==> src/rtl/uart_ctrl.sv <==
// uart_ctrl: memory-mapped sequencer in front of uart_top.
// TX side: a small byte FIFO feeds a frame sequencer that issues one transmit
// pulse per byte and holds uartTxData stable until the next pulse.
// RX side: a capture FSM latches each received byte on rxInterrupt,
// acknowledges it with a one-cycle clearInterrupt pulse, then waits for the
// interrupt level to drop so that one level is never captured twice.
module uart_ctrl #(
    parameter int CLKS_PER_BIT = 5208,
    parameter int GAP_CLKS     = 16,
    parameter int TX_DEPTH     = 4
) (
    input  logic        clk,
    input  logic        rst,
    input  logic        busWe,
    input  logic        busRe,
    input  logic [1:0]  busAddr,
    input  logic [31:0] busWdata,
    output logic [31:0] busRdata,
    output logic        irq,
    output logic        uartTransmit,
    output logic [7:0]  uartTxData,
    input  logic [7:0]  uartRxData,
    input  logic        uartRxIrq,
    input  logic        uartParityErr,
    output logic        uartClrIrq
);

    localparam int PTR_W      = $clog2(TX_DEPTH);
    localparam int CNT_W      = PTR_W + 1;
    // One frame slot: start + 8 data + parity + stop, plus the idle gap.
    localparam int FRAME_CLKS = 11 * CLKS_PER_BIT + GAP_CLKS;
    localparam int TMR_W      = $clog2(FRAME_CLKS);

    localparam logic [TMR_W-1:0] TMR_LOAD = TMR_W'(FRAME_CLKS - 1);
    localparam logic [CNT_W-1:0] CNT_FULL = CNT_W'(TX_DEPTH);

    typedef enum logic [1:0] {
        TX_IDLE,
        TX_LOAD,
        TX_WAIT
    } tx_state_t;

    typedef enum logic [1:0] {
        RX_IDLE,
        RX_CLR,
        RX_WAITLOW
    } rx_state_t;

    // ------------------------------------------------------------------
    // Bus decode. A read that collides with a write has no side effect.
    // ------------------------------------------------------------------
    logic wr_tx;
    logic wr_ctrl;
    logic rd_rx;
    logic ctrl_clr;

    assign wr_tx    = busWe && (busAddr == 2'd0);
    assign wr_ctrl  = busWe && (busAddr == 2'd3);
    assign rd_rx    = busRe && !busWe && (busAddr == 2'd1);
    assign ctrl_clr = wr_ctrl && busWdata[1];

    // Only the low byte of the write data is meaningful.
    logic unused_wdata;
    assign unused_wdata = ^busWdata[31:8];

    // ------------------------------------------------------------------
    // TX FIFO
    // ------------------------------------------------------------------
    logic [PTR_W-1:0] wr_ptr_q, wr_ptr_d;
    logic [PTR_W-1:0] rd_ptr_q, rd_ptr_d;
    logic [CNT_W-1:0] count_q, count_d;
    logic [TX_DEPTH-1:0][7:0] fifo_entries;
    logic [7:0] fifo_head;
    logic fifo_empty;
    logic fifo_full;
    logic push;
    logic pop;

    tx_state_t tx_state_q, tx_state_d;

    assign fifo_empty = (count_q == '0);
    assign fifo_full  = (count_q == CNT_FULL);
    // A write to a full FIFO is dropped even if a pop happens that cycle.
    assign push       = wr_tx && !fifo_full;
    assign pop        = (tx_state_q == TX_LOAD);
    assign fifo_head  = fifo_entries[rd_ptr_q];

    generate
        for (genvar gi = 0; gi < TX_DEPTH; gi++) begin : gen_entry
            logic [7:0] entry_q, entry_d;

            // Entry gi takes the written byte when the write pointer selects it.
            always_comb begin
                entry_d = entry_q;
                if (push && (wr_ptr_q == PTR_W'(gi))) begin
                    entry_d = busWdata[7:0];
                end
            end

            // Entry storage register.
            always_ff @(posedge clk or negedge rst) begin
                if (!rst) begin
                    entry_q <= '0;
                end else begin
                    entry_q <= entry_d;
                end
            end

            assign fifo_entries[gi] = entry_q;
        end
    endgenerate

    // Pointer and occupancy update; push and pop together leave the count unchanged.
    always_comb begin
        wr_ptr_d = wr_ptr_q;
        rd_ptr_d = rd_ptr_q;
        count_d  = count_q;
        if (push) begin
            wr_ptr_d = wr_ptr_q + PTR_W'(1);
        end
        if (pop) begin
            rd_ptr_d = rd_ptr_q + PTR_W'(1);
        end
        if (push && !pop) begin
            count_d = count_q + CNT_W'(1);
        end else if (!push && pop) begin
            count_d = count_q - CNT_W'(1);
        end
    end

    // FIFO pointer/count registers.
    always_ff @(posedge clk or negedge rst) begin
        if (!rst) begin
            wr_ptr_q <= '0;
            rd_ptr_q <= '0;
            count_q  <= '0;
        end else begin
            wr_ptr_q <= wr_ptr_d;
            rd_ptr_q <= rd_ptr_d;
            count_q  <= count_d;
        end
    end

    // ------------------------------------------------------------------
    // Control and TX sticky flags
    // ------------------------------------------------------------------
    logic tx_ie_q, tx_ie_d;
    logic tx_ovf_q, tx_ovf_d;

    // CTRL bit0 is the TX-idle interrupt enable; a dropped byte sets txOverflow.
    always_comb begin
        tx_ie_d  = tx_ie_q;
        tx_ovf_d = tx_ovf_q;
        if (wr_ctrl) begin
            tx_ie_d = busWdata[0];
        end
        if (ctrl_clr) begin
            tx_ovf_d = 1'b0;
        end
        if (wr_tx && fifo_full) begin
            tx_ovf_d = 1'b1;
        end
    end

    // Control/flag registers.
    always_ff @(posedge clk or negedge rst) begin
        if (!rst) begin
            tx_ie_q  <= 1'b0;
            tx_ovf_q <= 1'b0;
        end else begin
            tx_ie_q  <= tx_ie_d;
            tx_ovf_q <= tx_ovf_d;
        end
    end

    // ------------------------------------------------------------------
    // TX frame sequencer
    // The timer spans the whole slot: it is loaded with FRAME_CLKS-1 as the
    // pulse goes out and reaches 0 in the TX_IDLE cycle that follows the
    // wait, so back-to-back pulses are exactly FRAME_CLKS clocks apart.
    // uartTxData is loaded on entry to TX_LOAD so it is already valid while
    // the pulse is high and stays put until the next load.
    // ------------------------------------------------------------------
    logic [TMR_W-1:0] tmr_q, tmr_d;
    logic [7:0] tx_data_q, tx_data_d;
    logic tx_pulse;

    // TX next-state, timer and transmit pulse.
    always_comb begin
        tx_state_d = tx_state_q;
        tmr_d      = tmr_q;
        tx_data_d  = tx_data_q;
        tx_pulse   = 1'b0;
        case (tx_state_q)
            TX_IDLE: begin
                if (!fifo_empty) begin
                    tx_state_d = TX_LOAD;
                    tx_data_d  = fifo_head;
                    tmr_d      = TMR_LOAD;
                end
            end
            TX_LOAD: begin
                tx_pulse   = 1'b1;
                tmr_d      = tmr_q - TMR_W'(1);
                tx_state_d = TX_WAIT;
            end
            TX_WAIT: begin
                tmr_d = tmr_q - TMR_W'(1);
                if (tmr_q == TMR_W'(1)) begin
                    tx_state_d = TX_IDLE;
                end
            end
            default: begin
                tx_state_d = TX_IDLE;
            end
        endcase
    end

    // TX sequencer registers.
    always_ff @(posedge clk or negedge rst) begin
        if (!rst) begin
            tx_state_q <= TX_IDLE;
            tmr_q      <= '0;
            tx_data_q  <= '0;
        end else begin
            tx_state_q <= tx_state_d;
            tmr_q      <= tmr_d;
            tx_data_q  <= tx_data_d;
        end
    end

    // ------------------------------------------------------------------
    // RX capture
    // ------------------------------------------------------------------
    rx_state_t rx_state_q, rx_state_d;
    logic [7:0] rx_hold_q, rx_hold_d;
    logic rx_valid_q, rx_valid_d;
    logic rx_ovr_q, rx_ovr_d;
    logic rx_perr_q, rx_perr_d;
    logic rx_pop;
    logic rx_clr_pulse;

    // Reading RXDATA consumes the held byte only when one is present.
    assign rx_pop = rd_rx && rx_valid_q;

    // RX next-state, capture and acknowledge pulse.
    always_comb begin
        rx_state_d   = rx_state_q;
        rx_hold_d    = rx_hold_q;
        rx_valid_d   = rx_valid_q && !rx_pop;
        rx_ovr_d     = rx_ovr_q;
        rx_perr_d    = rx_perr_q;
        rx_clr_pulse = 1'b0;
        if (ctrl_clr) begin
            rx_ovr_d  = 1'b0;
            rx_perr_d = 1'b0;
        end
        case (rx_state_q)
            RX_IDLE: begin
                if (uartRxIrq) begin
                    rx_state_d = RX_CLR;
                    rx_perr_d  = rx_perr_d | uartParityErr;
                    // An unread byte is kept; a byte read this same cycle
                    // frees the holding register for the new one.
                    if (rx_valid_q && !rx_pop) begin
                        rx_ovr_d = 1'b1;
                    end else begin
                        rx_hold_d  = uartRxData;
                        rx_valid_d = 1'b1;
                    end
                end
            end
            RX_CLR: begin
                rx_clr_pulse = 1'b1;
                rx_state_d   = RX_WAITLOW;
            end
            RX_WAITLOW: begin
                if (!uartRxIrq) begin
                    rx_state_d = RX_IDLE;
                end
            end
            default: begin
                rx_state_d = RX_IDLE;
            end
        endcase
    end

    // RX capture registers.
    always_ff @(posedge clk or negedge rst) begin
        if (!rst) begin
            rx_state_q <= RX_IDLE;
            rx_hold_q  <= '0;
            rx_valid_q <= 1'b0;
            rx_ovr_q   <= 1'b0;
            rx_perr_q  <= 1'b0;
        end else begin
            rx_state_q <= rx_state_d;
            rx_hold_q  <= rx_hold_d;
            rx_valid_q <= rx_valid_d;
            rx_ovr_q   <= rx_ovr_d;
            rx_perr_q  <= rx_perr_d;
        end
    end

    // ------------------------------------------------------------------
    // Read mux and outputs
    // ------------------------------------------------------------------
    logic tx_idle;
    assign tx_idle = fifo_empty && (tx_state_q == TX_IDLE);

    // Combinational read data; write-only and unmapped words read as 0.
    always_comb begin
        busRdata = '0;
        case (busAddr)
            2'd1: begin
                if (rx_valid_q) begin
                    busRdata = {24'h0, rx_hold_q};
                end
            end
            2'd2: begin
                busRdata = {25'h0, tx_ovf_q, tx_idle, fifo_empty, fifo_full,
                            rx_ovr_q, rx_perr_q, rx_valid_q};
            end
            default: begin
                busRdata = '0;
            end
        endcase
    end

    assign irq          = rx_valid_q | (tx_idle & tx_ie_q);
    assign uartTransmit = tx_pulse;
    assign uartTxData   = tx_data_q;
    assign uartClrIrq   = rx_clr_pulse;

endmodule

==> config.mk <==
export PLATFORM = sky130hd
export DESIGN_NAME = uart_ctrl
export DESIGN_NICKNAME = d
export VERILOG_FILES = /design/src/rtl/uart_ctrl.sv
export SDC_FILE = /design/constraint.sdc
export NUM_CORES = 1
export LEC_CHECK = 0
export BUFFER_PORTS_ARGS = -buffer_cell sky130_fd_sc_hd__buf_2
export CAP_MARGIN = 20
export CORE_AREA = 5 5 122 124
export CTS_CLUSTER_SIZE = 14
export DETAILED_ROUTE_END_ITERATION = 10
export DIE_AREA = 0 0 127 129
export PLACE_DENSITY_LB_ADDON = 0.1
export SETUP_SLACK_MARGIN = 0.5
export SLEW_MARGIN = 20
export SYNTH_ARGS = -nofsm -noshare
export SYNTH_HDL_FRONTEND = slang
export SYNTH_SLANG_ARGS = --single-unit
export TNS_END_PERCENT = 50
==> constraint.sdc <==
create_clock -name clk -period 2.3 [get_ports clk]
set_input_delay 0.23 -clock clk [delete_from_list [all_inputs] [get_ports clk]]
set_output_delay 0.23 -clock clk [all_outputs]
set_load 0.02 [all_outputs]
==> results.toml <==
[power_and_ir_drop]
p_per_area_nw_per_um2 = 1240
p_leak_nw = 2.19
ir_drop_mv = 0.642

[synth]
synthTopCellsByArea = "dfrtp_1 (50%), mux2_2 (14%), ha_1 (4.7%)"
synth_compound_area_frac = 0.0595
synth_top_area_frac = 0.498
synth_mux_area_frac = 0.185
yosysMostFrequentCell = "dfrtp_1"
synth-simple-area-share = 0.111
syn_area_um2 = 4020
ys_types = 45
ys_seq_elements = 80
synth_fa_ha_area_frac = 0.0517
syn_inst = 333
yosys-top-cells-count = "dfrtp_1 (80), mux2_2 (50), buf_4 (24)"
ys_warn_count = 0
yosysSeqAreaShare = 0.498
synth_ff_type = "dfrtp_1"
synth-xor-area-share = 0.0262
synth_top_family_by_area = "multiplexers"
synth-edff-count = 0
syn_avg_cell_area_um2 = 12.1
yosys.area.top_type = "dfrtp_1"
async_reset_ff_frac = 1.00

[critical_path]
required_ns = 2.58
cp_num_buf_inv = 1
r2r_cells = 5
reg2reg_to = "tmr_q[11]"
arrival_ns = 2.25
cp_max_fo = 5
cp-end-kind = "register"
cp_top_family = "simple AND/OR/NAND/NOR gates"
cpMaxStageDelayCell = "or4_4"
worstPathCellList = "or4_4, or3_4, buf_6, or4_4, nand3_2"
critPathLaunchType = "register"
max_stage_delay_ns = 0.53
critPathKind = "reg2reg"
cp_common_cell = "or4_4"
rrSetupSlack_ns = 0.33
r2r-start = "tmr_q[0]"

[cts]
cts_made_buffers = 9
cts_tree = "built"
ctsLongestPathBuffers = 2
clk_pin_slew_ns = 0.06
htree_levels = 3
clock_latency_ns = 0.34
clock_sinks = 80
root_buffer = "clkbuf_16"

[timing]
timing.slew.headroom = 0.665
period_minus_slack_ns = 1.97
rsz0062_at_grt = "yes"
drv_slew = 0
setup_violations = 0
hold_slack_ns = 0.111
finalSetupTns_ns = 0
clock_skew_ns = 0.00446
timing.fmax_ghz = 0.506
final-hold-violation-count = 0
worst_slew_pin_slew_ns = 0.502
fin_crit_sh = 0.859
fin_ws_ns = 0.325

[global_route]
globalRouteMet2Util = 0.179
antenna_found_initial = 0
grt.busiest_layer = "met2"
grt_overflow = 0
grt_pass1_wl_um = 14700
grtUsageMet1 = 0.153
grt_use_met3 = 0.0374
grt_pass1_vias = 2764
grt_max_degree = 46
groute.usage.overall = 0.116

[worst_hold_path]
holdPathStages = 2
hp-start = "uartParityErr"
hold_class = "in2reg"
min_to = "rx_perr_q"

[layout]
area_growth_pct = 23.8
stdcell_area_um2 = 4970
num_antenna_cells = 0
nNetsFinal = 463
layout-drive-gt1-share = 0.423
regArea_um2 = 2000
fill_cells = 1387
multi_input_area_um2 = 1950
final_util = 0.364

[floorplan]
initial_core_util = 0.294
num_io_pins = 91
fp.dieW_um = 127
core_region_area_um2 = 13700
rows = 43
die-area_um2 = 16400
die_y_um = 129

[route]
drcViolationCount = 0
drt_pass1_iterations = 4
wl_um = 8830
vias = 2646
antenna_left = 0
drt_iter0_markers = 156
routed_via_density = 4.53
wire_per_inst_um = 15.1

[status]
outcome = "finished, final reports clean"

[placed_design]
pre_cts_ws_ns = 0.145
placed_area_um2 = 4430
gp_congestion = 0.724
numPortBuffers = 42
hpwl_um = 6170

[run]
cap_violations = 0
==> final cells by class <==
cell class / count / share of cell area
Inverter: 11 / 0.00881
Multi-Input combinational cell: 228 / 0.393
Timing Repair Buffer: 69 / 0.0906
Tap cell: 180 / 0.0453
Sequential cell: 80 / 0.403
Clock buffer: 12 / 0.0536
Clock inverter: 4 / 0.00554
==> power breakdown <==
group / total [W] / switching, W / internal, W
combinational: 0.00241 / 0.00111 / 0.00130
clock: 0.00139 / 0.000571 / 0.000817
sequential: 0.00238 / 0.000389 / 0.00199
total: 0.00618 / 0.00207 / 0.00411
==> placed cells by master (no fill, tap or decap), types with 3 or more instances in the layout <==
| master | count |
|---|---|
| nand2b_1 | 3 |
| clkbuf_16 | 9 |
| conb_1 | 24 |
| inv_1 | 8 |
| ha_4 | 3 |
| and3_1 | 5 |
| a21oi_1 | 5 |
| nor3_1 | 5 |
| nand4_1 | 4 |
| buf_4 | 24 |
| nand3_1 | 6 |
| nor2_1 | 12 |
| ha_1 | 12 |
| clkinvlp_4 | 3 |
| mux2_2 | 50 |
| dfrtp_1 | 78 |
| a31oi_1 | 4 |
| nand2_1 | 16 |
| o21ai_1 | 3 |
| o21ai_0 | 6 |
| mux4_2 | 8 |
| a22o_1 | 7 |
| clkbuf_8 | 3 |
| buf_2 | 39 |
| nand2_2 | 3 |
| xor2_1 | 6 |
| buf_6 | 4 |
| xnor2_1 | 6 |
| nor4_1 | 5 |
==> stage by stage <==
stage,power (W),instances
2_1_floorplan,0.00391,356
3_3_place_gp,0.00453,552
3_5_place_dp,0.00456,552
4_1_cts,0.00618,578
5_1_grt,0.00666,584
6_report,0.00618,584
==> worst max path at each step <==
| stage | slack (ns) | from | to | cells past startpoint |
|---|---|---|---|---|
| 2_1_floorplan | 0.27 | tmr_q[2] | tmr_q[13] | 5 |
| 3_3_place_gp | 0.17 | tx_state_q[0] | tmr_q[11] | 7 |
| 3_5_place_dp | 0.15 | tx_state_q[0] | tmr_q[11] | 7 |
| 4_1_cts | 0.25 | tmr_q[0] | tmr_q[11] | 5 |
| 5_1_grt | 0.26 | tmr_q[0] | tmr_q[15] | 4 |
| 6_report | 0.33 | tmr_q[0] | tmr_q[11] | 5 |
==> routing by layer <==
metal	part of all wire	vias to the layer above	wire length [µm]
li1	-	1265	-
met1	0.47	1331	4130
met2	0.48	40	4200
met3	0.040	10	356
met4	0.015	0	136
met5	0	-	0
==> state kept, by name, indices dropped and copies added (netlist names), 2 cells and up <==
name,flops
rd_ptr_q,2
wr_ptr_q,2
count_q,3
tmr_q,16
tx_state_q,2
rx_state_q,2
rx_hold_q,8
gen_entry.entry_q,32
uartTxData,8
==> cell families (layout without fill, tap and decap cells) <==
group	Yosys count	after routing
xor gates and xnor gates	12	12
AOI/OAI and AO/OA	36	36
muxes	58	58
adders and majority gates	16	16
other	1	24
buffers and inverters	48	96
DFF	80	80
and+or+nand+nor	82	82
==> timing repair <==
item | 4_1_cts | 5_1_grt
hold buffers | 1 | 0
pin swaps | 5 | 4
hold endpoints to repair | 35 | 0
resized for setup | 21 | 15
setup endpoints to repair | 27 | 51
buffers inserted | 9 | 6
gates cloned | 0 | 0
==> worst register-to-register path: stages (launching register included) <==
cell,delay [ns]
dfrtp_1,0.38
or4_4,0.53
or3_4,0.38
buf_6,0.14
or4_4,0.41
nand3_2,0.08
Note: power is estimated with default switching activity, not from simulation.
